--- config.mk ---
export PLATFORM = sky130hd
export DESIGN_NAME = multicycle_controller
export DESIGN_NICKNAME = d
export VERILOG_FILES = /design/src/rtl/multicycle_controller.sv
export SDC_FILE = /design/constraint.sdc
export NUM_CORES = 1
export LEC_CHECK = 0
export CAP_MARGIN = 25
export CORE_ASPECT_RATIO = 0.75
export CORE_MARGIN = 5
export CORE_UTILIZATION = 39
export CTS_BUF_LIST = sky130_fd_sc_hd__clkbuf_16
export DETAILED_ROUTE_END_ITERATION = 12
export HOLD_SLACK_MARGIN = 0.1
export PLACE_DENSITY = 0.87
export SYNTH_ARGS = -nofsm -noshare
export SYNTH_HDL_FRONTEND = slang
export SYNTH_SLANG_ARGS = --single-unit
--- constraint.sdc ---
create_clock -name clk -period 2.1 [get_ports clk]
set_input_delay 0.525 -clock clk [delete_from_list [all_inputs] [get_ports clk]]
set_output_delay 0.525 -clock clk [all_outputs]
set_load 0.05 [all_outputs]
--- src/rtl/multicycle_controller.sv ---
// Multi-cycle MIPS control FSM: sequences fetch/decode/execute/memory/write-back over a shared memory and ALU.
// Define MEM_WAIT_EN to add the mem_ready wait-state handshake on FETCH, MEM_RD and MEM_WR.
module multicycle_controller #(
  parameter int unsigned ALU_OP_W = 3,
  parameter int unsigned STATE_W  = 4
) (
  input  logic                clk,
  input  logic                rst_n,
  input  logic [5:0]          opcode,
  input  logic [5:0]          func,
  input  logic                zero,
`ifdef MEM_WAIT_EN
  input  logic                mem_ready,
`endif
  output logic                pc_en,
  output logic                iord,
  output logic                mem_read,
  output logic                mem_write,
  output logic                ir_write,
  output logic                mem_to_reg,
  output logic                data_to_write,
  output logic [1:0]          reg_dst,
  output logic                reg_write,
  output logic                alu_src_a,
  output logic [1:0]          alu_src_b,
  output logic [ALU_OP_W-1:0] alu_operation,
  output logic [1:0]          pc_src,
  output logic                instr_done,
  output logic                illegal_op,
  output logic [STATE_W-1:0]  state
);

  localparam logic [5:0] OP_RTYPE = 6'b000000;
  localparam logic [5:0] OP_ADDI  = 6'b000001;
  localparam logic [5:0] OP_SLTI  = 6'b000010;
  localparam logic [5:0] OP_LW    = 6'b000011;
  localparam logic [5:0] OP_SW    = 6'b000100;
  localparam logic [5:0] OP_BEQ   = 6'b000101;
  localparam logic [5:0] OP_J     = 6'b000110;
  localparam logic [5:0] OP_JR    = 6'b000111;
  localparam logic [5:0] OP_JAL   = 6'b001000;

  localparam logic [2:0] ALU_ADD = 3'd0;
  localparam logic [2:0] ALU_SUB = 3'd1;
  localparam logic [2:0] ALU_AND = 3'd2;
  localparam logic [2:0] ALU_OR  = 3'd3;
  localparam logic [2:0] ALU_SLT = 3'd4;

  typedef enum logic [STATE_W-1:0] {
    S_FETCH    = STATE_W'(0),
    S_DECODE   = STATE_W'(1),
    S_MEM_ADDR = STATE_W'(2),
    S_MEM_RD   = STATE_W'(3),
    S_WB_MEM   = STATE_W'(4),
    S_MEM_WR   = STATE_W'(5),
    S_EXEC_R   = STATE_W'(6),
    S_WB_R     = STATE_W'(7),
    S_EXEC_I   = STATE_W'(8),
    S_WB_I     = STATE_W'(9),
    S_BRANCH   = STATE_W'(10),
    S_JUMP     = STATE_W'(11),
    S_JR       = STATE_W'(12),
    S_JAL      = STATE_W'(13)
  } state_t;

  state_t     state_q, state_d;
  logic       mem_ok;
  logic       pc_write, pc_write_cond;
  logic [2:0] r_op, alu_op;

`ifdef MEM_WAIT_EN
  assign mem_ok = mem_ready;
`else
  assign mem_ok = 1'b1;
`endif

  // R-type function field to ALU operation; unknown codes fall back to add
  always_comb begin
    case (func)
      6'b000010: r_op = ALU_SUB;
      6'b000100: r_op = ALU_AND;
      6'b001000: r_op = ALU_OR;
      6'b010000: r_op = ALU_SLT;
      default:   r_op = ALU_ADD;
    endcase
  end

  always_ff @(posedge clk or negedge rst_n) begin
    if (!rst_n) state_q <= S_FETCH;
    else        state_q <= state_d;
  end

  // Next state and Moore strobes; everything held at 0 while reset is asserted
  always_comb begin
    state_d       = state_q;
    iord          = 1'b0;
    mem_read      = 1'b0;
    mem_write     = 1'b0;
    ir_write      = 1'b0;
    mem_to_reg    = 1'b0;
    data_to_write = 1'b0;
    reg_dst       = 2'd0;
    reg_write     = 1'b0;
    alu_src_a     = 1'b0;
    alu_src_b     = 2'd0;
    alu_op        = ALU_ADD;
    pc_src        = 2'd0;
    pc_write      = 1'b0;
    pc_write_cond = 1'b0;
    instr_done    = 1'b0;
    illegal_op    = 1'b0;
    if (rst_n) begin
      case (state_q)
        S_FETCH: begin
          mem_read  = 1'b1;
          ir_write  = mem_ok;
          pc_write  = mem_ok;
          alu_src_b = 2'd1;
          if (mem_ok) state_d = S_DECODE;
        end
        S_DECODE: begin
          alu_src_b = 2'd3;
          case (opcode)
            OP_LW, OP_SW:     state_d = S_MEM_ADDR;
            OP_RTYPE:         state_d = S_EXEC_R;
            OP_ADDI, OP_SLTI: state_d = S_EXEC_I;
            OP_BEQ:           state_d = S_BRANCH;
            OP_J:             state_d = S_JUMP;
            OP_JR:            state_d = S_JR;
            OP_JAL:           state_d = S_JAL;
            default: begin
              state_d    = S_FETCH;
              illegal_op = 1'b1;
            end
          endcase
        end
        S_MEM_ADDR: begin
          alu_src_a = 1'b1;
          alu_src_b = 2'd2;
          state_d   = (opcode == OP_LW) ? S_MEM_RD : S_MEM_WR;
        end
        S_MEM_RD: begin
          iord     = 1'b1;
          mem_read = 1'b1;
          if (mem_ok) state_d = S_WB_MEM;
        end
        S_WB_MEM: begin
          reg_write  = 1'b1;
          mem_to_reg = 1'b1;
          instr_done = 1'b1;
          state_d    = S_FETCH;
        end
        S_MEM_WR: begin
          iord       = 1'b1;
          mem_write  = 1'b1;
          instr_done = mem_ok;
          if (mem_ok) state_d = S_FETCH;
        end
        S_EXEC_R: begin
          alu_src_a = 1'b1;
          alu_op    = r_op;
          state_d   = S_WB_R;
        end
        S_WB_R: begin
          reg_write  = 1'b1;
          reg_dst    = 2'd1;
          instr_done = 1'b1;
          state_d    = S_FETCH;
        end
        S_EXEC_I: begin
          alu_src_a = 1'b1;
          alu_src_b = 2'd2;
          alu_op    = (opcode == OP_SLTI) ? ALU_SLT : ALU_ADD;
          state_d   = S_WB_I;
        end
        S_WB_I: begin
          reg_write  = 1'b1;
          instr_done = 1'b1;
          state_d    = S_FETCH;
        end
        S_BRANCH: begin
          alu_src_a     = 1'b1;
          alu_op        = ALU_SUB;
          pc_write_cond = 1'b1;
          pc_src        = 2'd1;
          instr_done    = 1'b1;
          state_d       = S_FETCH;
        end
        S_JUMP: begin
          pc_write   = 1'b1;
          pc_src     = 2'd2;
          instr_done = 1'b1;
          state_d    = S_FETCH;
        end
        S_JR: begin
          pc_write   = 1'b1;
          pc_src     = 2'd3;
          instr_done = 1'b1;
          state_d    = S_FETCH;
        end
        S_JAL: begin
          pc_write      = 1'b1;
          pc_src        = 2'd2;
          reg_write     = 1'b1;
          reg_dst       = 2'd2;
          data_to_write = 1'b1;
          instr_done    = 1'b1;
          state_d       = S_FETCH;
        end
        default: state_d = S_FETCH;
      endcase
    end
  end

  assign pc_en         = pc_write | (pc_write_cond & zero);
  assign alu_operation = ALU_OP_W'(alu_op);
  assign state         = state_q;

endmodule

==> impl_metrics.yaml, run 1 <==
yosys:
  ys_seq_area_frac: 0.134
  avgSynthCellArea_um2: 7.06
  syn_nets: 121
  syn_inst: 106
  yosysWarningCount: 0
  synth_top_flop_cell: "dfrtp_1"
  ys_ff_latch: 4
  syn_area_um2: 748
  ys_async_sr_fraction: 1.00
  yosys.cell_types.count: 44
  synth-edff-count: 0
die:
  io_pins: 39
  num_rows: 13
  die_h_um: 47.9
  initial_utilization: 0.422
  die_w_um: 60.6
clocking:
  hold_buffers: 0
  clk_path_buf_depth: 2
  cts_setup_buffers: 16
  htree_levels: 1
  numCtsBuffers: 3
  cts_sinks: 4
  cts_resized: 53
  clockRootBuffer: "clkbuf_16"
outcome:
  error_line: "[ERROR DPL-0038] Utilization greater than 100%, impossible to legalize"
  lastStage: "4_1_cts"
  status: "aborted with a tool error"
placement:
  port_buffers: 38
  pre_cts_ws_ns: -0.488
  gp_congestion: 0.871
  dp_hpwl_um: 2770
## cells by family after synthesis
kind of cell	synth area share
AO/OA/AOI/OAI	0.268
buffers and inverters	0.0886
XOR/XNOR	0.0585
multiplexers	0.0268
AND/OR/NAND/NOR	0.425
flip-flops	0.134
## Yosys cell counts, types with 2 or more instances
cell | n | area share
nand2_1 | 12 | 0.060
nor2_1 | 11 | 0.055
nor3_1 | 7 | 0.047
a21oi_1 | 6 | 0.040
buf_2 | 5 | 0.033
nand2b_1 | 5 | 0.042
dfrtp_1 | 4 | 0.13
buf_4 | 3 | 0.030
inv_1 | 3 | 0.015
nand3_1 | 3 | 0.020
nor2b_1 | 3 | 0.025
o21ai_0 | 3 | 0.020
xnor2_1 | 3 | 0.035
a31oi_1 | 2 | 0.017
clkbuf_1 | 2 | 0.010
mux2i_1 | 2 | 0.027
nor3b_1 | 2 | 0.020
o22ai_1 | 2 | 0.017
o31a_1 | 2 | 0.023
xor2_1 | 2 | 0.023
## metrics by stage
step | cells | setup TNS (ns) | area [µm²] | hold slack, ns
2_1_floorplan | 106 | -0.713 | 897 | 0.229
3_3_place_gp | 185 | -3.41 | 1670 | 0.670
3_5_place_dp | 185 | -4.11 | 1670 | 0.688
==> inputs of run 2 (changes only) <==
==> config.mk (replaced) <==
export PLATFORM = sky130hd
export DESIGN_NAME = multicycle_controller
export DESIGN_NICKNAME = d
export VERILOG_FILES = /design/src/rtl/multicycle_controller.sv
export SDC_FILE = /design/constraint.sdc
export NUM_CORES = 1
export LEC_CHECK = 0
export CAP_MARGIN = 25
export CORE_AREA = 5 5 66 68
export DETAILED_ROUTE_END_ITERATION = 12
export DIE_AREA = 0 0 71 73
export PLACE_DENSITY_LB_ADDON = 0.15
export SYNTH_ARGS = -nofsm -noshare
export SYNTH_HDL_FRONTEND = slang
export SYNTH_SLANG_ARGS = --single-unit
==> run 2 against run 1 <==
Against the previous run: the flow now finishes, with violations (negative setup slack); area after synthesis stayed put; synthesized cell count stayed put.
==> impl_metrics.yaml, run 2 <==
power_and_ir_drop:
  p_leak_nw: 0.785
  peakVddDrop_mv: 0.305
  power.density_nw_per_um2: 432
cells_and_area:
  n_antenna_cell: 0
  final_nets: 193
  stdcell_count: 226
  area_delta_synth_final_pct: 155
  largest_register_ffs: 4
  layout_common_cells: "36 x buf_4, 23 x buf_12, 9 x nand2_1, 7 x dlygate4sd2_1, 6 x nor2_2"
  layout_commonest_cell: "buf_4"
  utilization: 0.502
  layout-drive-gt1-share: 0.665
outcome:
  violations: "negative setup slack"
  status: "finished, violations left"
timing:
  fin_worst_skew_ns: 0.000317
  period_share: 1.05
  drv_slew: 0
  finalWorstSetupSlack_ns: -0.0947
  slew_headroom: 0.757
  tightest_slew_ns: 0.362
  hold_viol: 0
  max_freq_mhz: 456
  period_minus_slack_ns: 2.19
  setup_viol: 1
  rsz0062_at_grt: "yes"
yosys:
  ys_seq_area_frac: 0.134
  synth-edff-count: 0
  netlist_top_cells_area: "dfrtp_1 13%, nand2_1 6.0%, nor2_1 5.5%, nor3_1 4.7%, nand2b_1 4.2%"
  ys_ff_latch: 4
  synth_top_area_frac: 0.134
  syn_inst: 106
  yosysWarningCount: 0
  yosys.cell_types.count: 44
  ys_async_sr_fraction: 1.00
  avgSynthCellArea_um2: 7.06
  yosysMostFrequentCell: "nand2_1"
  synth_top_flop_cell: "dfrtp_1"
  synthTopCellsByCount: "12 x nand2_1, 11 x nor2_1, 7 x nor3_1"
  syn_nets: 121
  yosysTopAreaCell: "dfrtp_1"
  syn_area_um2: 748
placement:
  pre_cts_ws_ns: -0.451
  gp_congestion: 0.865
  dp.cells: 209
  port_buffers: 38
  dp_hpwl_um: 2460
clocking:
  cts_tree: "done"
  worstSkewPairLatency_ns: 0.21
  hold_buffers: 0
  clockRootBuffer: "clkbuf_8"
  numCtsBuffers: 3
  cts_sinks: 4
  htree_levels: 1
  cts.reportedPaths.clkPinSlew_ns: 0.03
  clk_path_buf_depth: 2
global_route:
  grt_max_degree: 14
  overflow: 0
  grt_pass1_vias: 1113
  use_met2: 0.231
  busiest_layer: "met2"
  grtUsageMet1: 0.143
  grt_pass1_wl_um: 5220
  track_usage: 0.124
  grtUsageMet3: 0.0289
  grt_antenna_before_repair: 0
die:
  initial_utilization: 0.197
  placeableCoreArea_um2: 3800
  num_rows: 23
  io_pins: 39
  die_area_um2: 5180
  die_w_um: 71
  die_h_um: 73
worst_hold_path:
  hp-class: "in -> async"
detailed_routing:
  ant_nets: 0
  totalWireLength_um: 3110
  drc: 0
  first_iter_violations: 13
  via_per_inst: 4.62
  dr.pass1.iters: 2
  post_drt_wl_per_cell_um: 13.8
  vias: 1043
worst_setup_path:
  startpoint_type: "input pin"
  crit_fanout: 3
  crit_type: "in -> out"
  worstPathRequired_ns: 1.57
  crit_path_end_kind: "output port"
  cp.arrival_ns: 1.67
run:
  maxCapViolations: 0
==> run 2: power by group <==
group	internal, mW	leakage, nW	switching [mW]	total [mW]
Clock	0.122	0.0216	0.0376	0.160
Sequential	0.0862	0.0471	0.0153	0.102
Combinational	0.272	0.716	0.291	0.563
==> run 2: final cells by class <==
cell class              count  area (µm²)
clock buffers               3        41.3
fillers                   391        1890
inverters                   3        11.3
multi-input cells          89         801
flip-flops and latches      4         105
well taps                  50        62.6
repair buffers             77         887
==> run 2: kinds of logic (layout without fill, tap and decap cells) <==
family / after synthesis / in the layout / synth area share
flops: 4 / 4 / 0.134
compound gates: 26 / 26 / 0.268
simple gates: 56 / 56 / 0.425
mux: 2 / 2 / 0.0268
xor+xnor: 5 / 5 / 0.0585
buf+inv: 13 / 83 / 0.0886
==> run 2: repair_timing <==
| item | CTS | global route |
|---|---|---|
| setup buffers | 6 | 8 |
| gates resized for setup | 28 | 24 |
| pin swaps | 13 | 15 |
| setup endpoints to repair | 20 | 13 |
==> run 2: layer usage <==
layer / vias up / share of wire / wire length [µm]
met3: 2 / 0.041 / 127
met4: 0 / 0.0045 / 14
met5: - / 0 / 0
li1: 528 / - / -
met1: 495 / 0.42 / 1300
met2: 18 / 0.54 / 1670
==> run 2: path summary, 6_finish.rpt <==
path / startpoint / cells past startpoint / slack, ns / end
max: opcode[2] / 5 / -0.09 / alu_operation[2]
min: rst_n / 2 / 0.46 / state[0]
max reg2reg: state[0] / 6 / 0.57 / state[1]
min reg2reg: state[1] / 2 / 0.68 / state[0]
max in group asynchronous: rst_n / 2 / 1.50 / state[3]
min in group clk: state[1] / 2 / 0.68 / state[0]
==> run 2: stage by stage <==
| stage | power (mW) | hold WS (ns) | TNS [ns] | area [µm²] |
|---|---|---|---|---|
| 2_1_floorplan | 0.379 | 0.229 | -0.713 | 897 |
| 3_3_place_gp | 0.601 | 0.572 | -4.34 | 1690 |
| 3_5_place_dp | 0.603 | 0.579 | -4.48 | 1690 |
| 4_1_cts | 0.784 | 0.445 | -0.369 | 1800 |
| 5_1_grt | 0.870 | 0.462 | -0.413 | 1910 |
| 6_report | 0.824 | 0.459 | -0.0947 | 1910 |
==> run 2: critical path: stages <==
cell	delay, ns
dlygate4sd2_1	0.26
nor4_2	0.19
nand3b_1	0.18
a221oi_4	0.33
buf_12	0.18
Power figures use the tool's default switching activity.
==> inputs of run 3 (changes only) <==
--- a/config.mk
+++ b/config.mk
@@ -9,6 +9,7 @@
 export CORE_AREA = 5 5 66 68
 export DETAILED_ROUTE_END_ITERATION = 12
 export DIE_AREA = 0 0 71 73
+export HOLD_SLACK_MARGIN = 0.06
 export PLACE_DENSITY_LB_ADDON = 0.15
 export SYNTH_ARGS = -nofsm -noshare
 export SYNTH_HDL_FRONTEND = slang
==> results of run 3 <==
Final layout, timing and power as in run 2 (identical DEF).
==> inputs of run 4 (changes only) <==
==> constraint.sdc (replaced) <==
create_clock -name clk -period 2.1 [get_ports clk]
set_input_delay 0.525 -clock clk [delete_from_list [all_inputs] [get_ports clk]]
set_output_delay 0.525 -clock clk [all_outputs]
set_load 0.1 [all_outputs]
==> run 4 against run 3 <==
Against the previous run: the flow still finishes with violations (negative setup slack); wire length is 14% higher; fmax down 4.0%; critical path depth fell by 1; core utilization up 9.9 points; clock skew hardly changed; global-route usage up 1.2 points; clock power grew 4%; register-to-register slack worse by 0.11 ns; die area unchanged; critical path type is now reg -> out; critical endpoint unchanged.
==> impl_metrics.yaml, run 4 (synthesis results as in run 2) <==
timing:
  period_minus_slack_ns: 2.29
  rsz0062_at_grt: "yes"
  hold_viol: 0
  setup_viol: 15
  tightest_slew_ns: 0.333
  fin_worst_skew_ns: 0.000804
  finalSetupTns_ns: -0.977
  period_share: 1.09
  finalWorstSetupSlack_ns: -0.186
  slew_headroom: 0.778
  max_freq_mhz: 437
  drv_slew: 0
worst_setup_path:
  startpoint_type: "flip-flop"
  reg2reg_to: "state[1]"
  crit_fanout: 6
  cp.arrival_ns: 1.76
  r2r_start: "state[1]"
  r2r_cells: 7
  slowest_delay_ns: 0.52
  worstPathRequired_ns: 1.57
  cp_top_family: "flip-flops"
  crit_type: "reg -> out"
  crit_slowest_cell: "dfrtp_4"
  r2r_slack_ns: 0.46
  cp.buffers_inverters: 1
  crit_path_end_kind: "output port"
  crit_chain: "and2b_2 > nand4_1 > a221oi_4 > buf_12"
clocking:
  cts.reportedPaths.clkPinSlew_ns: 0.03
  numCtsBuffers: 3
  cts_sinks: 4
  htree_levels: 1
  cts_tree: "done"
  clockRootBuffer: "clkbuf_8"
  clk_path_buf_depth: 2
  worstSkewPairLatency_ns: 0.22
run:
  maxCapViolations: 0
power_and_ir_drop:
  p_leak_nw: 0.942
  p_total_mw: 1.06
  peakVddDrop_mv: 0.373
  power.density_nw_per_um2: 466
detailed_routing:
  first_iter_violations: 24
  totalWireLength_um: 3550
  via_per_inst: 4.72
  ant_nets: 0
  vias: 1152
  dr.pass1.iters: 4
  drc: 0
  post_drt_wl_per_cell_um: 14.6
global_route:
  grt_pass1_wl_um: 5810
  grt_antenna_before_repair: 0
  grt_max_degree: 11
  grt_pass1_vias: 1230
  overflow: 0
  track_usage: 0.136
cells_and_area:
  stdcell_count: 244
  layout-drive-gt1-share: 0.753
  layout_commonest_cell: "buf_4"
  layout_common_cells: "43 x buf_4, 25 x buf_12, 13 x buf_6, 9 x nor2_4, 8 x nand2_1"
  final_area_um2: 2280
  nFillCells: 332
  largest_register_ffs: 4
  ff_latch_area_um2: 115
  final_nets: 211
  area_delta_synth_final_pct: 205
  multi_input_area_um2: 952
  n_antenna_cell: 0
die:
  die_h_um: 73
  placeableCoreArea_um2: 3800
  die_w_um: 71
  io_pins: 39
  num_rows: 23
  die_area_um2: 5180
  initial_utilization: 0.197
placement:
  gp_congestion: 0.790
  placed_area_um2: 1880
  port_buffers: 38
  dp_hpwl_um: 2590
  dp.cells: 221
outcome:
  status: "finished, violations left"
  violations: "negative setup slack"
worst_hold_path:
  hp-class: "in -> async"
==> run 4: cell count changes in the layout (fill, tap and decap cells not counted), moves of 3 or more <==
| cell | previous run | this run |
|---|---|---|
| dfrtp_4 | 0 | 4 |
| nand2_4 | 0 | 4 |
| buf_6 | 3 | 13 |
| dfrtp_2 | 4 | 0 |
| dlygate4sd2_1 | 7 | 3 |
| nand2_2 | 3 | 0 |
| nor2_2 | 6 | 0 |
| nor2_4 | 1 | 9 |
| buf_4 | 36 | 43 |
==> run 4: worst max-delay path by stage <==
stage	endpoint	start	slack, ns	depth (start not counted)
6_report	alu_operation[2]	state[0]	-0.19	4
5_1_grt	alu_operation[2]	state[3]	-0.26	5
4_1_cts	alu_operation[2]	state[3]	-0.29	5
3_5_place_dp	alu_operation[2]	func[1]	-0.51	5
3_3_place_gp	alu_operation[2]	func[1]	-0.47	5
2_1_floorplan	illegal_op	state[1]	-0.62	3
==> run 4: power by group <==
group	internal, mW	leakage [nW]	switching, mW
registers	0.0896	0.0463	0.0152
logic	0.343	0.874	0.448
clock network	0.123	0.0216	0.0444
==> run 4: per-layer routing <==
layer	GRT usage	vias to the layer above	share of wire
met5	0	-	0
met4	0.0313	0	0.0039
met3	0.0262	2	0.051
met2	0.250	34	0.55
met1	0.163	551	0.39
li1	-	565	-
==> run 4: final cells by class <==
type | instances | share of cell area
Tap cell | 50 | 0.0274
Clock buffer | 3 | 0.0181
Multi-Input combinational cell | 89 | 0.417
Inverter | 3 | 0.00493
Timing Repair Buffer | 95 | 0.482
Sequential cell | 4 | 0.0504
==> run 4: through the flow <==
stage / setup WS, ns / hold slack [ns] / utilization
2_1_floorplan: -0.620 / 0.229 / -
3_3_place_gp: -0.469 / 0.746 / 0.494
6_report: -0.186 / 0.559 / 0.601
3_5_place_dp: -0.510 / 0.737 / 0.494
5_1_grt: -0.261 / 0.588 / 0.601
4_1_cts: -0.295 / 0.552 / 0.562
==> run 4: worst register-to-register path, delay by kind of cell, from the launching register on <==
kind	cells	cell delay (ns)
flops	1	0.51
buf+inv	3	0.40
compound gates	3	0.39
simple gates	1	0.25
==> run 4: what timing repair did <==
| item | in CTS | in global routing |
|---|---|---|
| setup buffers | 14 | 9 |
| pin swaps | 15 | 18 |
| hold buffers | 0 | 0 |
| resized for setup | 48 | 38 |
| setup endpoints to repair | 20 | 19 |
